[src/rtl/vga_register_renderer.sv]
// 640x480 VGA timing generator that renders an 11 x 16-bit register snapshot as hex glyphs.
// Outputs lag the counters by exactly 2 cycles; free-running, no backpressure.
module vga_register_renderer #(
  parameter logic [8:0] FG_COLOR = 9'b111_111_111,
  parameter logic [8:0] BG_COLOR = 9'b000_000_000
) (
  input  logic         clk,
  input  logic         rst,
  input  logic [175:0] registersVGA,
  output logic         hs,
  output logic         vs,
  output logic [2:0]   r,
  output logic [2:0]   g,
  output logic [2:0]   b,
  output logic         frameStart
);

  localparam logic [9:0] H_LAST       = 10'd799;
  localparam logic [9:0] H_VISIBLE    = 10'd640;
  localparam logic [9:0] H_SYNC_FIRST = 10'd656;
  localparam logic [9:0] H_SYNC_LAST  = 10'd751;
  localparam logic [9:0] V_LAST       = 10'd524;
  localparam logic [9:0] V_VISIBLE    = 10'd480;
  localparam logic [9:0] V_SYNC_FIRST = 10'd490;
  localparam logic [9:0] V_SYNC_LAST  = 10'd491;
  localparam logic [9:0] TEXT_W       = 10'd32;
  localparam logic [9:0] TEXT_H       = 10'd176;
  localparam int         NUM_REGS     = 11;

  // 5x7 font, each font row doubled to fill glyph rows 1..14; bit 7 is the leftmost pixel.
  function automatic logic [7:0] glyph_row(input logic [3:0] code, input logic [3:0] line);
    logic [34:0] bmp;
    logic [2:0]  frow;
    logic [7:0]  row;
    bmp = '0;
    row = '0;
    case (code)
      4'h0:    bmp = {5'h0E, 5'h11, 5'h13, 5'h15, 5'h19, 5'h11, 5'h0E};
      4'h1:    bmp = {5'h04, 5'h0C, 5'h04, 5'h04, 5'h04, 5'h04, 5'h0E};
      4'h2:    bmp = {5'h0E, 5'h11, 5'h01, 5'h02, 5'h04, 5'h08, 5'h1F};
      4'h3:    bmp = {5'h1F, 5'h02, 5'h04, 5'h02, 5'h01, 5'h11, 5'h0E};
      4'h4:    bmp = {5'h02, 5'h06, 5'h0A, 5'h12, 5'h1F, 5'h02, 5'h02};
      4'h5:    bmp = {5'h1F, 5'h10, 5'h1E, 5'h01, 5'h01, 5'h11, 5'h0E};
      4'h6:    bmp = {5'h06, 5'h08, 5'h10, 5'h1E, 5'h11, 5'h11, 5'h0E};
      4'h7:    bmp = {5'h1F, 5'h01, 5'h02, 5'h04, 5'h08, 5'h08, 5'h08};
      4'h8:    bmp = {5'h0E, 5'h11, 5'h11, 5'h0E, 5'h11, 5'h11, 5'h0E};
      4'h9:    bmp = {5'h0E, 5'h11, 5'h11, 5'h0F, 5'h01, 5'h02, 5'h0C};
      4'hA:    bmp = {5'h0E, 5'h11, 5'h11, 5'h11, 5'h1F, 5'h11, 5'h11};
      4'hB:    bmp = {5'h1E, 5'h11, 5'h11, 5'h1E, 5'h11, 5'h11, 5'h1E};
      4'hC:    bmp = {5'h0E, 5'h11, 5'h10, 5'h10, 5'h10, 5'h11, 5'h0E};
      4'hD:    bmp = {5'h1C, 5'h12, 5'h11, 5'h11, 5'h11, 5'h12, 5'h1C};
      4'hE:    bmp = {5'h1F, 5'h10, 5'h10, 5'h1E, 5'h10, 5'h10, 5'h1F};
      default: bmp = {5'h1F, 5'h10, 5'h10, 5'h1E, 5'h10, 5'h10, 5'h10};
    endcase
    frow = 3'((line - 4'd1) >> 1);
    if (line != 4'd0 && line != 4'd15) begin
      row = {1'b0, bmp[34 - 5*frow -: 5], 2'b00};
    end
    return row;
  endfunction

  logic [9:0]   hcnt;
  logic [9:0]   vcnt;
  logic [175:0] snapshot;

  always_ff @(posedge clk) begin
    if (rst) begin
      hcnt <= '0;
      vcnt <= '0;
    end else if (hcnt == H_LAST) begin
      hcnt <= '0;
      vcnt <= (vcnt == V_LAST) ? '0 : vcnt + 10'd1;
    end else begin
      hcnt <= hcnt + 10'd1;
    end
  end

  // Taken at the start of vertical blanking so each frame renders from one consistent value.
  always_ff @(posedge clk) begin
    if (rst) begin
      snapshot <= '0;
    end else if (hcnt == 10'd0 && vcnt == V_VISIBLE) begin
      snapshot <= registersVGA;
    end
  end

  logic [15:0] cell_reg;
  logic [3:0]  cell_code;
  logic        visible;
  logic        in_text;
  logic        hs_raw;
  logic        vs_raw;
  logic        fs_raw;

  always_comb begin
    cell_reg = '0;
    for (int i = 0; i < NUM_REGS; i++) begin
      if (vcnt[7:4] == 4'(i)) cell_reg = snapshot[175 - 16*i -: 16];
    end
    case (hcnt[4:3])
      2'd0:    cell_code = cell_reg[15:12];
      2'd1:    cell_code = cell_reg[11:8];
      2'd2:    cell_code = cell_reg[7:4];
      default: cell_code = cell_reg[3:0];
    endcase
    visible = (hcnt < H_VISIBLE) && (vcnt < V_VISIBLE);
    in_text = (hcnt < TEXT_W) && (vcnt < TEXT_H);
    hs_raw  = !((hcnt >= H_SYNC_FIRST) && (hcnt <= H_SYNC_LAST));
    vs_raw  = !((vcnt >= V_SYNC_FIRST) && (vcnt <= V_SYNC_LAST));
    fs_raw  = (hcnt == 10'd0) && (vcnt == 10'd0);
  end

  logic [7:0] s1_glyph;
  logic [2:0] s1_col;
  logic       s1_vis;
  logic       s1_text;
  logic       s1_hs;
  logic       s1_vs;
  logic       s1_fs;

  always_ff @(posedge clk) begin
    if (rst) begin
      s1_glyph <= '0;
      s1_col   <= '0;
      s1_vis   <= 1'b0;
      s1_text  <= 1'b0;
      s1_hs    <= 1'b1;
      s1_vs    <= 1'b1;
      s1_fs    <= 1'b0;
    end else begin
      s1_glyph <= glyph_row(cell_code, vcnt[3:0]);
      s1_col   <= hcnt[2:0];
      s1_vis   <= visible;
      s1_text  <= in_text;
      s1_hs    <= hs_raw;
      s1_vs    <= vs_raw;
      s1_fs    <= fs_raw;
    end
  end

  logic [8:0] colour;

  always_comb begin
    colour = '0;
    if (s1_vis) begin
      colour = (s1_text && s1_glyph[3'd7 - s1_col]) ? FG_COLOR : BG_COLOR;
    end
  end

  always_ff @(posedge clk) begin
    if (rst) begin
      {r, g, b}  <= '0;
      hs         <= 1'b1;
      vs         <= 1'b1;
      frameStart <= 1'b0;
    end else begin
      {r, g, b}  <= colour;
      hs         <= s1_hs;
      vs         <= s1_vs;
      frameStart <= s1_fs;
    end
  end

endmodule

[config.mk]
export PLATFORM = sky130hd
export DESIGN_NAME = vga_register_renderer
export DESIGN_NICKNAME = d
export VERILOG_FILES = /design/src/rtl/vga_register_renderer.sv
export SDC_FILE = /design/constraint.sdc
export NUM_CORES = 1
export LEC_CHECK = 0
export CORE_UTILIZATION = 45
export DETAILED_ROUTE_END_ITERATION = 10
export PLACE_DENSITY_LB_ADDON = 0.08
export SLEW_MARGIN = 40
export SYNTH_ARGS = -nofsm -noshare
export SYNTH_HDL_FRONTEND = slang
export SYNTH_SLANG_ARGS = --single-unit
[constraint.sdc]
create_clock -name clk -period 8.7 [get_ports clk]
set_input_delay 0.87 -clock clk [delete_from_list [all_inputs] [get_ports clk]]
set_output_delay 0.87 -clock clk [all_outputs]
set_load 0.02 [all_outputs]
[Yosys cells after proc, flatten, opt, wreduce, memory -nomap -nowiden]
Memories as Yosys holds them, arrays and structs flattened.
Index checks and enable logic that the tools add are counted.
Word-level totals
  bits in writable memories: 0
  latch bits: 0
  bits in read-only memories: 560
  memories: 1
  word-level logic and storage cells: 87
  output and inout port bits: 12
  register bits: 224
Operators by class
  bitwise logic cells: 2
  multiplexer cells: 17
  add/subtract/negate cells: 5
  div/mod/pow operators: 0
  multiply operators: 1
  shift operators: 1
  reductions and logical operators: 18
  order comparisons: 9
  eq/ne operators: 16
Memories
  (name not given): words 16, width 35, read ports 1, clocked after memory_dff 0, write ports 0, RTL line 37  | case (code)
Operators with widths (number)
  16-bit 2-to-1 mux: 11
  39-bit by 33-bit variable part select with 5-bit output: 1
  35-bit 2-to-1 mux: 1
  10-bit by 1-bit adder with 10-bit output, second input constant: 2
  10-bit equality test, second input constant: 2
  10-bit zero test: 2
  4-bit by 3-bit equality test with 1-bit output, second input constant: 4
  4-bit equality test, second input constant: 3
  4-bit case mux with 3 select lines: 1
  10-bit by 9-bit equality test with 1-bit output, second input constant: 1
  10-bit greater-or-equal comparator, second input constant: 1
  10-bit by 9-bit greater-or-equal comparator with 1-bit output, second input constant: 1
  10-bit <= comparator, second input constant: 1
  10-bit by 9-bit <= comparator with 1-bit output, second input constant: 1
  10-bit less-than comparator, second input constant: 1
  10-bit by 6-bit less-than comparator with 1-bit output, second input constant: 1
  10-bit by 8-bit less-than comparator with 1-bit output, second input constant: 1
  10-bit by 9-bit less-than comparator with 1-bit output, second input constant: 1
  10-bit 2-to-1 mux: 1
  9-bit 2-to-1 mux: 1
  4-bit by 2-bit equality test with 1-bit output, second input constant: 2
  1-bit logical AND: 8
  6-bit by 6-bit subtractor with 7-bit output, first input constant: 1
  3-bit by 3-bit multiplier with 6-bit output, first input constant: 1
  other kinds (15): 19

[Depth between registers and ports, before layout]
An unclocked memory read counts as a cell.
  depth in word-level cells: 16
  depth in mapped cells: 22
  gate-level depth less buffers: 17

[Worst setup path before layout]
OpenSTA, ideal clock, no wires.
  kind: register to register
  from: reg vcnt[0]
  to: reg s1_glyph[3]
  path slack: 4.767 ns
  data required time: 8.626 ns
  path buffers: 3
  stages on the path, launching flop included: 17
  arrival time: 3.858 ns
  library setup time: 0.074 ns
  period minus slack after synthesis: 3.933 ns
  cell sequence: dfxtp_1 > inv_1 > ha_1 > clkinv_1 > clkbuf_1 > clkbuf_1 > ha_1 > inv_1 > ha_1 > nand2_1 > o211ai_1 > clkbuf_1 > o311ai_0 > or2_0 > a2111oi_0 > o21ai_1 > o21ai_0
Between the ends
  longest elaborated chain between the ends: 4
RTL lines
  start, declared: RTL line 63  | logic [9:0] vcnt;
  start signal, assigned: RTL line 72  | vcnt <= (vcnt == V_LAST) ? '0 : vcnt + 10'd1;
  4-bit by 1-bit subtractor with 4-bit output (tied with other cells): RTL line 55  | frow = 3'((line - 4'd1) >> 1);
  3-bit by 3-bit multiplier with 6-bit output / 1-bit logical AND (equally long branches): RTL line 57, 56
  6-bit by 6-bit subtractor with 7-bit output / 1-bit NOT (equally long branches)
  39-bit by 33-bit variable part select with 5-bit output / 2-bit OR reduction (equally long branches)
  end signal, assigned: RTL line 131  | s1_glyph <= glyph_row(cell_code, vcnt[3:0]);
  end, declared: RTL line 113  | logic [7:0] s1_glyph;
Several ways; a longest one is shown, not always the timed one.
A chain may end at the register's enable or synchronous reset.

[Worst setup path after layout]
  from: reg vcnt[4]
  to: reg s1_glyph[3]
Between the ends
  longest elaborated chain between the ends: 16
RTL lines
  4-bit zero test: RTL line 98  | if (vcnt[7:4] == 4'(i)) cell_reg = snapshot[175 - 16*i -: 16];
  16-bit 2-to-1 mux (10 in a row): RTL line 98
  16-bit 2-to-1 mux (*): RTL line 98
  4-bit case mux with 3 select lines (*): RTL line 100  | case (hcnt[4:3])
  memory read 16 x 35 bit (*)
  35-bit 2-to-1 mux (*): RTL line 122  | if (rst) begin
  39-bit by 33-bit variable part select with 5-bit output (*): RTL line 57  | row = {1'b0, bmp[34 - 5*frow -: 5], 2'b00};
Every way passes the cells marked *; elsewhere a longest branch is shown, timed or not. The select of a mux whose other input is x is not followed.

==> metrics.md <==
| Metric | Value |
|---|---|
| Pwr Density | around 140 nW/um^2 |
| First-pass GRT wire length | around 68000 um |
| Synth area leaders | dfxtp_1, nand2_1, a21oi_1, nor2_1, mux2i_1 |
| Worst EP required | around 9.2 ns |
| DP HPWL | between 30000 and 40000 um |
| Post-synthesis cell area | ~12000 um^2 |
| Global Route met2 Usage | about 48% |
| Worst hold path type | register to register |
| Met1 usage | roughly 42% |
| # hold bufs at CTS | 0 |
| Worst setup path endpoint | s1_glyph[3]$_SDFF_PP0_ |
| Max VDD drop | ~0.00015 V |
| CTS tree | yes |
| Synth async-reset ratio | 0% |
| Final ANT Viol Nets | 0 |
| Reg2reg setup slack | approximately 3.5 ns |
| Path depth of the worst reg2reg path | 16 |
| Compound-gate portion of the synthesized area | 25.4% |
| Die height | about 170 um |
| Post-Syn Area per Cell | around 7.5 um^2 |
| Top-area cell type share of the netlist area | 34.8% |
| Post-Synth Adder-Cell Area | 2.33% |
| Clock skew | 0.0287 ns |
| Largest net degree at the start of global routing | roughly 110 |
| Grt total ovfl | 0 |
| Wirelength, routed | approximately 43000 um |
| Max Clk Rate | between 150 and 200 MHz |
| DRT Pass-1 Iters | 6 |
| Status | finished, final reports clean |
| Most area-hungry cell type in the Yosys netlist | dfxtp_1 |
| Slew @ Worst Pin | 0.871 ns |
| TNS Setup | 0 ns |
| Std-Cell Rows | 60 |
| Post-CTS Setup Inserts | 0 |
| Core area | 26900 um^2 |
| N_diodes | 0 |
| Number of CTS-inserted buffers | 24 |
| Clock Sinks | 213 |
| Vias in the first global route | 11750 |
| Longest Clk Path Bufs | 3 |
| Post-CTS sizing | 0 |
| Rel. slew slack | about two fifths |
| Die W | 167 um |
| RSZ-0062 raised after global routing | no |
| Ports | 190 |
| Detailed-route via count | around 12000 |
| Fin crit period | about 5.2 ns |
| # Max-Cap Violations | 0 |
| Synth cell types | 105 |
| Min-Delay Path Depth | 1 |
| Worst-path fanout max | 41 |
| Final hold vios | 0 |
| H-tree lvl count | 1 |
| Leakage | 4.82 nW |
| Sequential share of the synthesized area | approximately a third |
| Post-Synth XOR/XNOR Area | approximately 1.8% |
| Clk slew on worst S/H paths | about 0.070 ns |
| GR peak layer | met2 |
| Arr. time, crit path | 5.70 ns |
| Crit path launch | vcnt[4]$_SDFFE_PP0P_ |
| Synth Area in Simple Gates | 24.4% |
| All-Layer GR Usage | between 30 and 40% |
| GPL Wtd Cong | around 0.96 |
| Slew Viols, Final | 0 |
| First DRT Iteration DRCs | roughly 1400 |
| Layout area overhead | 21.1% |
| Ys flop type | dfxtp_1 |
| Die area | ~28000 um^2 |
| Fin crit share | 60.3% |
| Ys Warns | 0 |
| Syn nets | 1836 |
| Initial antenna violation count | 0 |
| DRC viols | 0 |
| Combinational family with the most area after synthesis | compound AO/OA/AOI/OAI gates |
| Clock Tree Root | clkbuf_16 |
| Startpoint of the worst register-to-register path | vcnt[4]$_SDFFE_PP0P_ |
| Wire length per cell | roughly 21 um |
| Final setup fails | 0 |
| Initial Utilization | between 40% and 50% |
| Met3 usage | between 4 and 5% |
| Flops & latches, synth | ~210 |
| Vias per cell | around 6 |
| CP startpoint kind | register |
| Cell Area, Placed | approximately 14000 um^2 |
| Number of flops mapped to enable cells by yosys | 0 |
| Design Area, Final | roughly 15000 um^2 |
| Post-Synthesis Cells | between 1500 and 2000 |
| Clk Latency, worst-skew pair | roughly 0.54 ns |
| Critical path type | register to register |
| IO Port Bufs | 189 |
| CP Capture Type | register |
| Share of post-route cells with drive strength above 1 | 7.00% |
| Nets | a little under 2000 |
| Mux share of post-synthesis cell area | about 4.3% |
| R2r endpoint | s1_glyph[3]$_SDFF_PP0_ |
-- logic make-up after synthesis --
| kind of cell | after synthesis |
|---|---|
| buf+inv | 173 |
| flops | 213 |
| simple gates | 679 |
| mux | 48 |
| xor+xnor | 25 |
| compound gates | 478 |
| fa+ha+maj | 21 |
-- how the worst min path moves through the flow --
stage,slack (ns),end,start
after detailed placement,0.40,vs$_SDFF_PP1_,s1_vs$_SDFF_PP1_
after CTS,0.41,vs$_SDFF_PP1_,s1_vs$_SDFF_PP1_
after global placement,0.40,hs$_SDFF_PP1_,s1_hs$_SDFF_PP1_
after floorplan,0.39,hs$_SDFF_PP1_,s1_hs$_SDFF_PP1_
final,0.41,vs$_SDFF_PP1_,s1_vs$_SDFF_PP1_
after global routing,0.42,vs$_SDFF_PP1_,s1_vs$_SDFF_PP1_
-- where the power goes --
group / switching [mW] / internal, mW / leakage (nW)
registers: 0.00255 / 0.979 / 1.72
logic: 0.0342 / 0.0759 / 2.70
clock network: 0.416 / 0.639 / 0.405
total: 0.453 / 1.69 / 4.82
-- cell usage after synthesis, types with 18 or more instances --
library cell	number
o22ai_1	22
nand2_1	413
clkbuf_1	90
mux2i_1	34
nor3_1	31
buf_2	21
dfxtp_1	213
nor2_1	95
ha_1	18
a21oi_1	217
o21ai_0	51
nand3_1	30
inv_1	22
-- critical path, stage by stage, from the launching register on --
cell and delay [ns]:
dfxtp_2 0.85, buf_4 0.46, or3b_2 0.26, a31oi_1 0.10
nor3_1 0.41, o2bb2ai_1 0.17, a211oi_1 0.37, nor2_2 0.20
inv_1 0.17, ha_1 0.33, inv_1 0.22, nor3_1 0.39
nor2_1 0.07, a2111oi_0 0.54, o311a_1 0.26, o311ai_0 0.16
o21ai_0 0.19
-- routing by layer --
metal | share of wire, % | vias to the layer above | wire length [um]
li1 | - | 5939 | -
met1 | 44 | 5922 | 19200
met2 | 45 | 541 | 19300
met3 | 7.6 | 96 | 3290
met4 | 3.4 | 0 | 1450
met5 | 0 | - | 0
-- per-stage QoR --
stage                     instances  setup slack (ns)  hold slack (ns)  util (%)  power [mW]
final                          2084              3.45            0.410      55.3        2.15
after global routing           2084              3.02            0.422      55.3        2.21
after CTS                      2083              3.63            0.410      55.2        2.16
after detailed placement       2042              3.62            0.396      52.1        1.11
after global placement         2042              3.68            0.395      52.1        1.11
after floorplan                1637              4.77            0.389         -        1.02
-- registers in the layout, summed over array words and instances, names as in the netlist --
register,flops
frameStart,1
s1_hs,1
hcnt,10
hs,1
s1_vs,1
r,1
s1_text,1
vs,1
vcnt,10
s1_vis,1
s1_glyph,5
snapshot,176
s1_col,3
s1_fs,1
-- area by class of cell --
type | count | area (um^2)
Clock buffer | 32 | 681
Clock inverter | 9 | 143
Fill cell | 2646 | 12000
Inverter | 29 | 110
Multi-Input combinational cell | 1251 | 7160
Sequential cell | 213 | 4270
Tap cell | 341 | 427
Timing Repair Buffer | 209 | 2070
-- layout by cell type, fill, tap and decap left out, drive strengths merged, types with 30 or more instances in the layout --
| master | Yosys | final |
|---|---|---|
| a21oi | 219 | 219 |
| clkbuf | 90 | 32 |
| clkdlybuf4s50 | 0 | 188 |
| dfxtp | 213 | 213 |
| mux2i | 34 | 34 |
| nand2 | 415 | 415 |
| nand3 | 30 | 30 |
| nor2 | 97 | 97 |
| nor3 | 33 | 33 |
| o21ai | 58 | 58 |
No activity file was read; power rests on OpenSTA's default activity.
==> patch: new RTL, config.mk and constraints unchanged <==
Add an input register stage for `registersVGA`, without a reset; this delays it by one clock.
--- a/src/rtl/vga_register_renderer.sv
+++ b/src/rtl/vga_register_renderer.sv
@@ -28,2 +28,8 @@
   localparam int         NUM_REGS     = 11;
+
+  logic [175:0] registersVGA_q;
+
+  always_ff @(posedge clk) begin
+    registersVGA_q <= registersVGA;
+  end
 
@@ -82,3 +88,3 @@
     end else if (hcnt == 10'd0 && vcnt == V_VISIBLE) begin
-      snapshot <= registersVGA;
+      snapshot <= registersVGA_q;
     end
Check against the original RTL: no difference found for any inputs over 10 cycles, from zero or initial values and one cycle with rst high; that may be too few to reach the edited logic, so the function may still have changed.
==> patch against the original RTL <==
Sequential cell count increased by 176. Cell area increased by 30%. Area after synthesis increased by 31%. Worst setup slack got worse by 280 ps. Clock power increased by 64%. Routed wire length increased by 20%. Synthesized cell count increased by 11%. Power increased by 71%. Highest routed layer unchanged.
==> patch: results (changes against the original RTL) <==
run_status:
  status: "completed"
global_route:
  use_met1_pct: 37.38  # -4.9 points
  grt_pass1_wl_microns: 79250  # +17%
  met2_usage_pct: 45.83  # -1.8 points
  met3_usage_pct: 4.858  # -0.13 points
  grt_pass1_vias: 13609  # +16%
  grt.total_usage_pct: 28.45  # -1.9 points
  grt_max_degree: 123  # +17%
  antenna_found_initial: 0  # unchanged
pwr:
  vdd_drop_max_uv: 195.3  # +30%
  switchingPower_w: 0.0007678  # +70%
  seq-power_w: 0.00184  # +88%
  p_leak_nw: 6.646  # +38%
  comb_power_share_pct: 3.0  # -2.1 points
synth:
  synth_cell_types: 115  # +9.5%
  synthAdderAreaFrac_pct: 1.777  # -0.55 points
  synth_area_leaders: "dfxtp_1 49%, nand2_1 9.8%, a21oi_1 7.0%"
  synth_ff_type: "dfxtp_1"
  synthXorXnorAreaFrac_pct: 1.473  # -0.31 points
  synth_mux_area_share_pct: 3.859  # -0.48 points
  yosys-top-cells-count: "418 x nand2_1, 389 x dfxtp_1, 225 x a21oi_1, 91 x clkbuf_1, 65 x nor2_1"
  avgSynthCellArea_sq_um: 8.863  # +18%
timing:
  slew_headroom_pct: 45.25  # +3.8 points
  skew_ps: 27.59  # -1.130 ps
layout:
  comb.multi_input.count: 1245  # -0.48%
  nClkBuffers: 58  # +81%
  inverters: 27  # -6.9%
  top_regs: "registersVGA_q: 176 flops, snapshot: 176 flops"
  final_cells: 2400  # +15%
  final_net_count: 2114  # +9.7%
  final-clk-cell-share_pct: 6.883  # +1.3 points
  seq_area_sq_mm: 0.007795  # +83%
  layout.nonclk_buf_share_pct: 10.84  # -3.1 points
  layout-drive-gt1-share_pct: 8.072  # +1.1 points
  multi_input_area_sq_mm: 0.007417  # +3.6%
  fill_cells: 3199  # +21%
  signal_buffers: 211  # +0.96%
place:
  port_buffers: 189  # unchanged
  hpwl_microns: 36240  # +16%
  dp_slack_ps: 3145  # -477.6 ps
  dp_cells: 2326  # +14%
  place_area_sq_mm: 0.01795  # +28%
  gp_congestion: 0.9796  # +1.7%
cts:
  clock_latency_ps: 580  # +40 ps
  htree_num_levels: 2  # +1
  cts_buffers: 41  # +71%
  cts_root_buf: "clkbuf_16"
  cts_sinks: 389  # +83%
routing:
  wl_met3_microns: 3398  # +3.4%
  wl_met1_microns: 22530  # +17%
  via_per_inst: 5.828  # -2.8%
  drt_wl_total_microns: 51700  # +20%
  dr_wl_met2_microns: 23770  # +23%
  drtIter0Drc: 1224  # -12%
worst_setup_path:
  cp_max_fo: 44  # +7.3%
  slowest_delay_ps: 520  # -330 ps
  worstPathArrival_ps: 5970  # +270 ps
  slowest_stage: "dfxtp_4"
  crit_start: "vcnt[5]$_SDFFE_PP0P_"
floorplan:
  core-area_sq_mm: 0.03480  # +29%
==> patch: cell count changes in the layout (fill, tap and decap cells not counted), sizes merged, moves of 7 or more <==
| cell | delta |
|---|---|
| o22ai | -12 |
| a21oi | +7 |
| and3 | +9 |
| nor3 | -16 |
| nand3 | +9 |
| o21ai | -17 |
| nand4 | +14 |
| mux2i | -7 |
| nor2 | -30 |
| o2111ai | +8 |
| dfxtp | +176 |
| clkbuf | +26 |
==> patch: cell families (layout without fill, tap and decap cells) <==
group / after synthesis / after routing
AO/OA/AOI/OAI: 466 / 466
XOR/XNOR: 27 / 27
adder cells (fa/ha/maj): 21 / 21
buffers and inverters: 177 / 311
flip-flops: 389 / 389
multiplexers: 51 / 51
AND/OR/NAND/NOR: 680 / 680
==> patch: worst paths after layout <==
kind | end | slack (ps)
min | hs$_SDFF_PP1_ | 400
max | s1_glyph[6]$_SDFF_PP0_ | 3170
max reg2reg | s1_glyph[6]$_SDFF_PP0_ | 3170
min reg2reg | hs$_SDFF_PP1_ | 400
